--- config.mk ---
export PLATFORM = sky130hd
export DESIGN_NAME = array_row_serializer
export DESIGN_NICKNAME = d
export VERILOG_FILES = /design/src/rtl/array_row_serializer.sv
export SDC_FILE = /design/constraint.sdc
export NUM_CORES = 1
export LEC_CHECK = 0
export CAP_MARGIN = 20
export CORE_MARGIN = 2
export CORE_UTILIZATION = 39
export CTS_BUF_LIST = sky130_fd_sc_hd__clkbuf_4
export DETAILED_ROUTE_END_ITERATION = 8
export PLACE_DENSITY_LB_ADDON = 0.1
export SYNTH_ARGS = -nofsm -noshare
export SYNTH_HDL_FRONTEND = slang
export SYNTH_SLANG_ARGS = --single-unit
--- constraint.sdc ---
create_clock -name clk -period 9.55 [get_ports clk]
set_clock_uncertainty 0.15 [all_clocks]
set_input_delay 1.91 -clock clk [delete_from_list [all_inputs] [get_ports clk]]
set_output_delay 1.91 -clock clk [all_outputs]
set_load 0.02 [all_outputs]
--- src/rtl/array_row_serializer.sv ---
// array_row_serializer
//   Captures one ROWS x COLS array of BIT_WIDTH-bit elements into a local
//   buffer and emits it one row per accepted beat. A new array may be
//   captured on the same edge that the last row transfers, so back-to-back
//   arrays stream with no bubble.
//
//   FSM states:
//     state | meaning
//     IDLE  | no array held; in_ready=1, out_valid=0
//     SEND  | array held; row row_idx presented on out_row
//
// Ports:
//   clk          rising-edge clock
//   rst          asynchronous, active-high reset
//   in_valid     in_array holds a valid array
//   in_ready     block accepts an array this cycle
//   in_array     array to capture, in_array[r][c]
//   out_valid    out_row is valid
//   out_ready    consumer accepts the row
//   out_row      current row, out_row[c] = buffer[row_idx][c]
//   out_row_idx  index of the row on out_row
//   out_last     out_row is row ROWS-1
//   busy         array held, not fully drained
module array_row_serializer #(
    parameter int BIT_WIDTH = 4,
    parameter int ROWS      = 8,
    parameter int COLS      = 8,
    localparam int ROW_IDX_W = (ROWS > 1) ? $clog2(ROWS) : 1
) (
    input  logic                 clk,
    input  logic                 rst,
    input  logic                 in_valid,
    output logic                 in_ready,
    input  logic [BIT_WIDTH-1:0] in_array [ROWS-1:0][COLS-1:0],
    output logic                 out_valid,
    input  logic                 out_ready,
    output logic [BIT_WIDTH-1:0] out_row [COLS-1:0],
    output logic [ROW_IDX_W-1:0] out_row_idx,
    output logic                 out_last,
    output logic                 busy
);

    localparam logic [0:0] ST_IDLE = 1'b0;
    localparam logic [0:0] ST_SEND = 1'b1;

    localparam logic [ROW_IDX_W-1:0] LAST_ROW = ROW_IDX_W'(ROWS - 1);

    logic [0:0]           state;
    logic [ROW_IDX_W-1:0] row_idx;
    logic [BIT_WIDTH-1:0] buffer [ROWS-1:0][COLS-1:0];

    logic in_send;
    logic is_last;
    logic beat;
    logic capture;

    assign in_send = (state == ST_SEND);
    assign is_last = (row_idx == LAST_ROW);
    assign beat    = in_send && out_ready;

    // A new array is only admitted when the buffer is empty or is being
    // emptied by the last-row transfer this very cycle.
    assign in_ready = !rst && (!in_send || (is_last && out_ready));
    assign capture  = in_valid && in_ready;

    always_ff @(posedge clk or posedge rst) begin
        if (rst) begin
            state   <= ST_IDLE;
            row_idx <= '0;
            for (int r = 0; r < ROWS; r++) begin
                for (int c = 0; c < COLS; c++) begin
                    buffer[r][c] <= '0;
                end
            end
        end else begin
            if (capture) begin
                buffer  <= in_array;
                row_idx <= '0;
                state   <= ST_SEND;
            end else if (beat) begin
                if (is_last) begin
                    row_idx <= '0;
                    state   <= ST_IDLE;
                end else begin
                    row_idx <= row_idx + 1'b1;
                end
            end
        end
    end

    assign out_valid   = in_send;
    assign busy        = in_send;
    assign out_last    = in_send && is_last;
    assign out_row_idx = row_idx;

    always_comb begin
        for (int c = 0; c < COLS; c++) begin
            out_row[c] = buffer[row_idx][c];
        end
    end

endmodule

==> results of run 1 <==
==> cell families after synthesis <==
family | count (synthesis)
mux | 353
flops | 260
buf+inv | 48
simple gates | 12
compound gates | 3
fa+ha+maj | 2
==> cells in the final DEF, fill, tap and decap left out, types with 2 or more instances in the layout <==
| cell | n |
|---|---|
| clkbuf_4 | 105 |
| nand2_1 | 3 |
| clkinv_1 | 9 |
| bufinv_16 | 2 |
| clkdlybuf4s50_1 | 298 |
| buf_4 | 5 |
| nor2_1 | 3 |
| a21oi_1 | 2 |
| diode_2 | 2 |
| nand2b_1 | 2 |
| mux2_2 | 288 |
| buf_12 | 2 |
| ha_1 | 2 |
| dfrtp_4 | 2 |
| mux4_2 | 64 |
| dfrtp_1 | 257 |
==> layout make-up <==
| type | instances | share of cell area [%] |
|---|---|---|
| sequential | 260 | 41.3 |
| multi-input combinational | 370 | 30.5 |
| timing repair buffer | 305 | 19.4 |
| clock buffer | 105 | 5.00 |
| tap | 390 | 3.09 |
| clock inverter | 13 | 0.666 |
| inverter | 1 | 0.0714 |
| antenna | 2 | 0.0317 |
==> state kept, by name (all words and copies together) (netlist names) <==
register     flops
buffer         256
busy             1
out_row_idx      3
==> cells in the mapped netlist <==
library cell,count
a21oi_1,2
nand4b_1,1
clkbuf_1,4
inv_1,1
nand2b_1,2
buf_4,25
nor2_4,1
mux4_2,64
dfrtp_1,260
ha_1,2
nor2_1,3
a21boi_2,1
mux2i_1,1
buf_2,13
nand3_1,1
nand2_1,3
and2_1,1
mux2_2,288
buf_6,5
==> path summary, 6_finish.rpt <==
| kind | start | endpoint | slack [ns] | depth (start not counted) |
|---|---|---|---|---|
| worst max-delay path | out_row_idx[0]$_DFFE_PP0P_ | out_row[1] | 3.80 | 4 |
| worst min-delay path | buffer[104]$_DFFE_PP0P_ | buffer[104]$_DFFE_PP0P_ | 0.35 | 1 |
| worst max register to register | out_row_idx[0]$_DFFE_PP0P_ | buffer[63]$_DFFE_PP0P_ | 4.90 | 8 |
| worst min register to register | buffer[104]$_DFFE_PP0P_ | buffer[104]$_DFFE_PP0P_ | 0.35 | 1 |
| max in group asynchronous | rst | buffer[243]$_DFFE_PP0P_ | 6.26 | 3 |
| min in group asynchronous | rst | busy$_DFFE_PP0P_ | 1.68 | 2 |
==> critical path: stages (launching register included) <==
cell and delay [ns]:
dfrtp_4 0.85, buf_4 0.70, mux4_2 0.60, mux2_2 0.27
clkdlybuf4s50_1 0.54
==> power by group <==
group | internal [mW] | switching, mW
logic | 1.31 | 0.733
registers | 1.63 | 0.318
clock network | 0.552 | 0.453
total | 3.49 | 1.50
==> through the flow <==
step           cell area, µm²  power (mW)  util (%)
3_3_place_gp            14900        4.01      50.5
5_1_grt                 15800        5.35      53.5
3_5_place_dp            14900        4.05      50.5
4_1_cts                 15800        5.09      53.5
2_1_floorplan           11600        3.35         -
6_report                15800        5.00      53.5
==> per-layer routing <==
metal | track usage, % | up-vias | share of wire [%]
met3 | 6.68 | 49 | 8.5
met2 | 27.6 | 242 | 47
met5 | 0 | - | 0.15
met1 | 23.6 | 3583 | 43
li1 | - | 3248 | -
met4 | 6.40 | 6 | 1.8
==> metrics.txt, run 1 <==
status completed; PortBufs approximately 300; floorplan die height 177 µm; register area approximately 0.0065 mm²; largest net degree at the start of global routing between 100 and 150; vias in the first global route 8105; DRC errors left 0; WP data arrival approximately 3.7 ns; initial antenna violation count 5; Worst Setup Start Kind flip-flop; RSZ-0062 raised after global routing no; Netlist cell types 19; 1st-iter DRT viols between 300 and 400; Post-CTS Setup Inserts 0; DIE WIDTH roughly 180 µm; Net Count, Synth between 900 and 1000; register area share after synthesis between 50 and 60%; Fin Hold WS 0.349 ns; H-tree depth 3; clk buf depth 3; critical path type reg -> out; post-cts resize count 0; top cell type's share of synthesized area approximately 56%; Max Cap Viol 0; max_slew headroom between 20% and 30%; Tot GR Track Use a little under a fifth; fmax about 170 MHz; Final Max Slew Viols 0; multi-input logic area 0.00481 mm²; HPWL Detailed 17.7 mm; Via density 4.93; filler instances 2542; post-route ant nets 0; xor and xnor fraction of the mapped netlist area 0%; Die ar. roughly 0.031 mm²; via count about 7000; synthesized-area fraction occupied by adder cells 0.215%; DRT Pass-1 Iters 4; gr ovfl total 0; io pins roughly 300; Post-Layout Cell Count 1446; endpoints failing setup 0; CTS root buf clkbuf_4; Seq cells post-synth 260; crit end category output pin; Worst-path clk slew roughly 0.060 ns; leak pwr 6.55 nW; Area growth syn-to-layout 35.6%; # clock sinks between 200 and 300; clk_lat worst skew approximately 0.65 ns; Hold-fix buffers, CTS 0; Compound-Gate Fraction of Synth Area less than 1%; initial core utilization 39.5%; Final nets 1275; required time worst endpoint ~7.5 ns; WL per Instance around 19 µm; setup_tns 0 ns; Num CTS Buffers 75; TritonCTS clock tree yes; RePlAce Congestion 0.710; row count 63; cell area power density roughly 320 mW/mm²; final worst slack 3.80 ns; mux contribution to synthesized area 40.3%; ratio of cells with drive above 1 in the final layout between 40% and 50%; Yosys top cell by area dfrtp_1; final worst path period share between 60% and 70%; Syn. warnings 0; Peak VDD IR between 0.15 and 0.2 mV; global-route wire length before repair ~44 mm; Synth Instances just under 700; synth top area cells dfrtp_1 (56%), mux2_2 (28%), mux4_2 (12%), buf_4 (1.6%), buf_2 (0.56%); Core Area between 0.02 and 0.03 mm²; placed cells between 1000 and 1500; main combinational cell family by area after synthesis multiplexers; Synth Area in Simple Gates less than 1%; final hold violations 0; Post-Place Worst Slack 4.24 ns; min cycle time layout approximately 5.8 ns; Synth Cell Area roughly 0.012 mm²; Least-Margin Pin Slew approximately 1.1 ns; total wire length ~28 mm; critical-path maximum fanout 37; syn avg cell area roughly 17 µm²; worst hold path class reg -> reg
(Power assumes the default switching activity.)
==> run 2: changes to the inputs <==
clock period = 5.5 ns   (was 9.55 ns; I/O delays follow)
==> metrics.txt, run 2 (synthesized netlist as in run 1, its figures left out) <==
WP data arrival 3.26 ns (-0.43 ns); RSZ-0062 raised after global routing no; global-route wire length before repair 43.4 mm (-0.38%); 1st-iter DRT viols 264 (-32%); gr ovfl total 0 (unchanged); Post-Layout Cell Count 1457 (+0.76%); crit end category output pin; worst-case reg-to-reg path depth 5 (-3); post-cts resize count 0 (unchanged); critical path type reg -> out; Top reg by flops buffer; row count 63 (unchanged); PortBufs 298 (unchanged); Num CTS Buffers 72 (-4.0%); H-tree depth 3 (unchanged); # clock sinks 260 (unchanged); endpoints failing setup 0 (unchanged); clk buf depth 3 (unchanged); initial core utilization 39.5% (unchanged); TritonCTS clock tree yes; Via density 4.91 (-0.46%); ratio of cells with drive above 1 in the final layout 45.6% (+0.61 points); required time worst endpoint 4.25 ns (-3.24 ns); Peak VDD IR 0.287 mV (+73%); post-route ant nets 0 (unchanged); fmax around 220 MHz; DRT Pass-1 Iters 4 (unchanged); Fin Hold WS 0.349 ns (-0.000373 ns); Area growth syn-to-layout 36.5%; max FFs per register 256 (unchanged); setup_tns 0 ns (unchanged); Tot GR Track Use 18.1% (+0.025 points); max_slew headroom 35.8% (+7.0 points); placed cells 1331 (+0.38%); Max Cap Viol 0 (unchanged); status completed; RR Endpoint buffer[104]$_DFFE_PP0P_; CTS root buf clkbuf_4; clk_lat worst skew 0.65 ns (about the same); leak pwr 6.61 nW (+0.93%); worst hold path class reg -> reg; DIE WIDTH 177 µm (unchanged); DRC errors left 0 (unchanged); HPWL Detailed 18.4 mm (+4.4%); final worst path period share between 80% and 90%; cell area power density 552 mW/mm² (+74%); Final Max Slew Viols 0 (unchanged); register area 0.00652 mm² (unchanged); io pins 299 (unchanged); initial antenna violation count 2 (-3); Worst Setup Start Kind flip-flop; critical-path maximum fanout 52 (+41%); r2r startpoint out_row_idx[2]$_DFFE_PP0P_; Least-Margin Pin Slew 0.963 ns (-0.104 ns); RePlAce Congestion 0.719 (+1.2%); floorplan die height 177 µm (unchanged); via count 7149 (+0.29%); Worst Setup EP out_row[10]; Hold-fix buffers, CTS 0 (unchanged); WL per Instance 19.0 µm (-0.38%); Worst-path clk slew 0.06 ns (about the same); Worst Setup SP out_row_idx[2]$_DFFE_PP0P_; total wire length 27.7 mm (+0.37%); vias in the first global route 7991 (-1.4%); Post-CTS Setup Inserts 0 (unchanged); commonest non-fill, non-tap cells in the layout clkdlybuf4s50_1 (298), mux2_2 (288), dfrtp_1 (257); largest net degree at the start of global routing 127 (-6.6%); Die ar. 0.0312 mm² (unchanged); Core Area 0.0295 mm² (unchanged); final hold violations 0 (unchanged); multi-input logic area 0.00481 mm² (unchanged); commonest non-fill, non-tap cell in the layout clkdlybuf4s50_1; flop-to-flop setup slack 2.40 ns (-2.50 ns); min cycle time layout roughly 4.5 ns; filler instances 2488 (-2.1%); Final nets 1277 (+0.16%)
[run 2: changes by cell type in the layout (fill, tap and decap cells not counted)]
| cell | before | now |
|---|---|---|
| clkinv_1 | 9 | 8 |
| diode_2 | 2 | 3 |
| clkbuf_4 | 105 | 112 |
| buf_4 | 5 | 7 |
| inv_8 | 1 | 0 |
| buf_12 | 2 | 5 |
[run 2: worst min path at each step]
stage                     depth (start not counted)  slack [ns]                      end                    start
after floorplan                                   1        0.33  buffer[104]$_DFFE_PP0P_  buffer[104]$_DFFE_PP0P_
after global placement                            1        0.33  buffer[237]$_DFFE_PP0P_  buffer[237]$_DFFE_PP0P_
after detailed placement                          1        0.34  buffer[144]$_DFFE_PP0P_  buffer[144]$_DFFE_PP0P_
after CTS                                         1        0.35  buffer[144]$_DFFE_PP0P_  buffer[144]$_DFFE_PP0P_
after global routing                              1        0.37  buffer[168]$_DFFE_PP0P_  buffer[168]$_DFFE_PP0P_
final                                             1        0.35  buffer[200]$_DFFE_PP0P_  buffer[200]$_DFFE_PP0P_
[run 2: metrics by stage]
stage / worst slack (ns) / power (mW) / cell area [µm²] / utilization [%]
floorplan: 0.822 / 5.81 / 11600 / -
global placement: 1.65 / 7.00 / 15000 / 50.7
detailed placement: 1.61 / 7.06 / 15000 / 50.7
CTS: 0.885 / 8.93 / 15900 / 53.9
global route: 0.734 / 9.36 / 15900 / 53.9
finish: 0.992 / 8.77 / 15900 / 53.9
[run 2: critical path: stages (launching register included)]
cell	delay [ns]
dfrtp_4	1.07
buf_4	0.36
mux4_2	0.32
mux2_2	0.27
clkdlybuf4s50_1	0.56
[run 2: power by group]
group          total [mW]  leakage [nW]  switching (mW)  internal, mW
combinational        3.53          2.86            1.23          2.30
sequential           3.44          3.19           0.600          2.84
clock                1.81         0.560           0.794          1.01
[run 2: cell type report]
| cell class | count | area share (%) |
|---|---|---|
| clock buffer | 112 | 5.29 |
| multi-input combinational | 370 | 30.2 |
| inverter | 1 | 0.0472 |
| sequential | 260 | 41.0 |
| tap | 390 | 3.07 |
| clock inverter | 11 | 0.590 |
| timing repair buffer | 310 | 19.7 |
| antenna | 3 | 0.0472 |
[run 2: layer usage]
| layer | share of wire [%] | routed length [µm] | track usage [%] | up-vias |
|---|---|---|---|---|
| met5 | 0.047 | 13 | 0 | - |
| met4 | 1.9 | 517 | 5.13 | 2 |
| met3 | 7.5 | 2080 | 5.82 | 49 |
| met2 | 48 | 13200 | 28.6 | 244 |
| met1 | 43 | 11900 | 23.9 | 3585 |
| li1 | - | - | - | 3269 |
==> RTL change, RTL diff (settings of run 1) <==
`COLS`: 8 -> 4.
--- a/src/rtl/array_row_serializer.sv
+++ b/src/rtl/array_row_serializer.sv
@@ -24,7 +24,7 @@
 module array_row_serializer #(
     parameter int BIT_WIDTH = 4,
     parameter int ROWS      = 8,
-    parameter int COLS      = 8,
+    parameter int COLS      = 4,
     localparam int ROW_IDX_W = (ROWS > 1) ? $clog2(ROWS) : 1
 ) (
     input  logic                 clk,
Interface: changed (resized in_array and out_row); port bits go from 299 to 155. No check against the original RTL was run, so the function may have changed too.
==> RTL change against run 1 <==
Area after synthesis is 49% lower. Synthesized cell count shrank 48%. Sequential cell count fell by 128. Register-to-register slack improved by 0.90 ns. Combinational power decreased by 50%. Largest power group is now registers. Sequential power is 48% lower. Clock power is 59% lower. Cell area fell by 50%. Largest cell class unchanged. Total power down 51%. Routed wire length fell by 52%. Setup slack better by 0.40 ns.
==> RTL change: results (changes against run 1) <==
status - complete, no violations
vias in the first global route - 3802 (-53%)
routing usage on met1 - 0.2236 (-0.01215)
Num CTS Buffers - 17 (-77%)
DR WL/cell - 18.64 µm (-2.4%)
# nets final - 638 (-50%)
worst r2r src - out_row_idx[1]
largest net degree at the start of global routing - 68 (-50%)
Final GP Congestion - 0.7202 (+1.4%)
Least-Margin Pin Slew - 1.047 ns (-0.02061 ns)
register-to-register setup slack - 5.80 ns (+0.90 ns)
met3 usage - 0.04983 (-0.01696)
buffer levels on the longest clock path - 2 (-1)
Critical Path AT - 3.30 ns (-0.39 ns)
Largest register FFs - 128 (-50%)
input/output buffers - 154 (-48%)
gr usage total - 0.1716 (-0.008688)
M2 GR Usage - 0.2783 (+0.002263)
share of layout cells above drive strength 1 - 0.2708 (-0.1789)
via count - 3562 (-50%)
antenna violations before repair - 1 (-4)
Post-DP HPWL - 9184 µm (-48%)
reg2reg path depth - 7 (-1)
worst reg2reg path endpoint - buffer[23]
Hold Worst Slack - 0.3416 ns (-0.007410 ns)
Worst path slowest cell - clkdlybuf4s50_1
Clock transition at path regs - 0.11 ns (+0.05 ns)
Area after DPL - 7591 µm² (-49%)
Synth area leaders - dfrtp_1, mux2_1, mux2_2, mux4_2, buf_4
==> RTL change: cell types whose count changed after synthesis, moves of 7 or more <==
| cell | run 1 | this run |
|---|---|---|
| buf_2 | 13 | 6 |
| buf_4 | 25 | 12 |
| dfrtp_1 | 260 | 132 |
| mux2_1 | 0 | 76 |
| mux2_2 | 288 | 68 |
| mux4_2 | 64 | 32 |
==> RTL change: final cells by class <==
cell class	instances	area (µm²)	share of cell area
antenna	2	5.005	0.0006325
sequential	132	3306	0.4178
multi-input combinational	193	2462	0.3112
inverter	1	8.758	0.001107
clock buffer	17	127.6	0.01613
clock inverter	15	188.9	0.02388
timing repair buffer	159	1579	0.1996
tap	188	235.2	0.02973
==> RTL change: per-layer routing <==
layer	vias to the layer above	wire [µm]
met4	0	170
met3	10	607
met5	-	0
li1	1622	-
met2	92	6513
met1	1838	5886
==> RTL change: power by group through the flow <==
stage | Clock [mW] | Sequential, mW | Combinational, mW
floorplan | 0 | 0.940 | 0.745
global placement | 0 | 1.02 | 1.02
detailed placement | 0 | 1.04 | 1.04
CTS | 0.429 | 1.03 | 1.05
global route | 0.456 | 1.06 | 1.09
finish | 0.413 | 1.02 | 1.02
==> RTL change: how the worst max path moves through the flow <==
stage / cells past startpoint / endpoint / startpoint / slack (ns)
after floorplan: 1 / buffer[0] / rst / 3.96
after global placement: 4 / in_ready / out_ready / 4.18
after detailed placement: 4 / in_ready / out_ready / 4.19
after CTS: 4 / in_ready / out_ready / 4.18
after global routing: 4 / in_ready / out_ready / 4.07
final: 4 / in_ready / out_ready / 4.19
==> RTL change: cells by family after synthesis <==
family,share of synthesized area
buffers and inverters,0.02664
muxes,0.3975
AOI/OAI and AO/OA,0.002961
DFF,0.5583
adders and majority gates,0.004229
and+or+nand+nor,0.01036
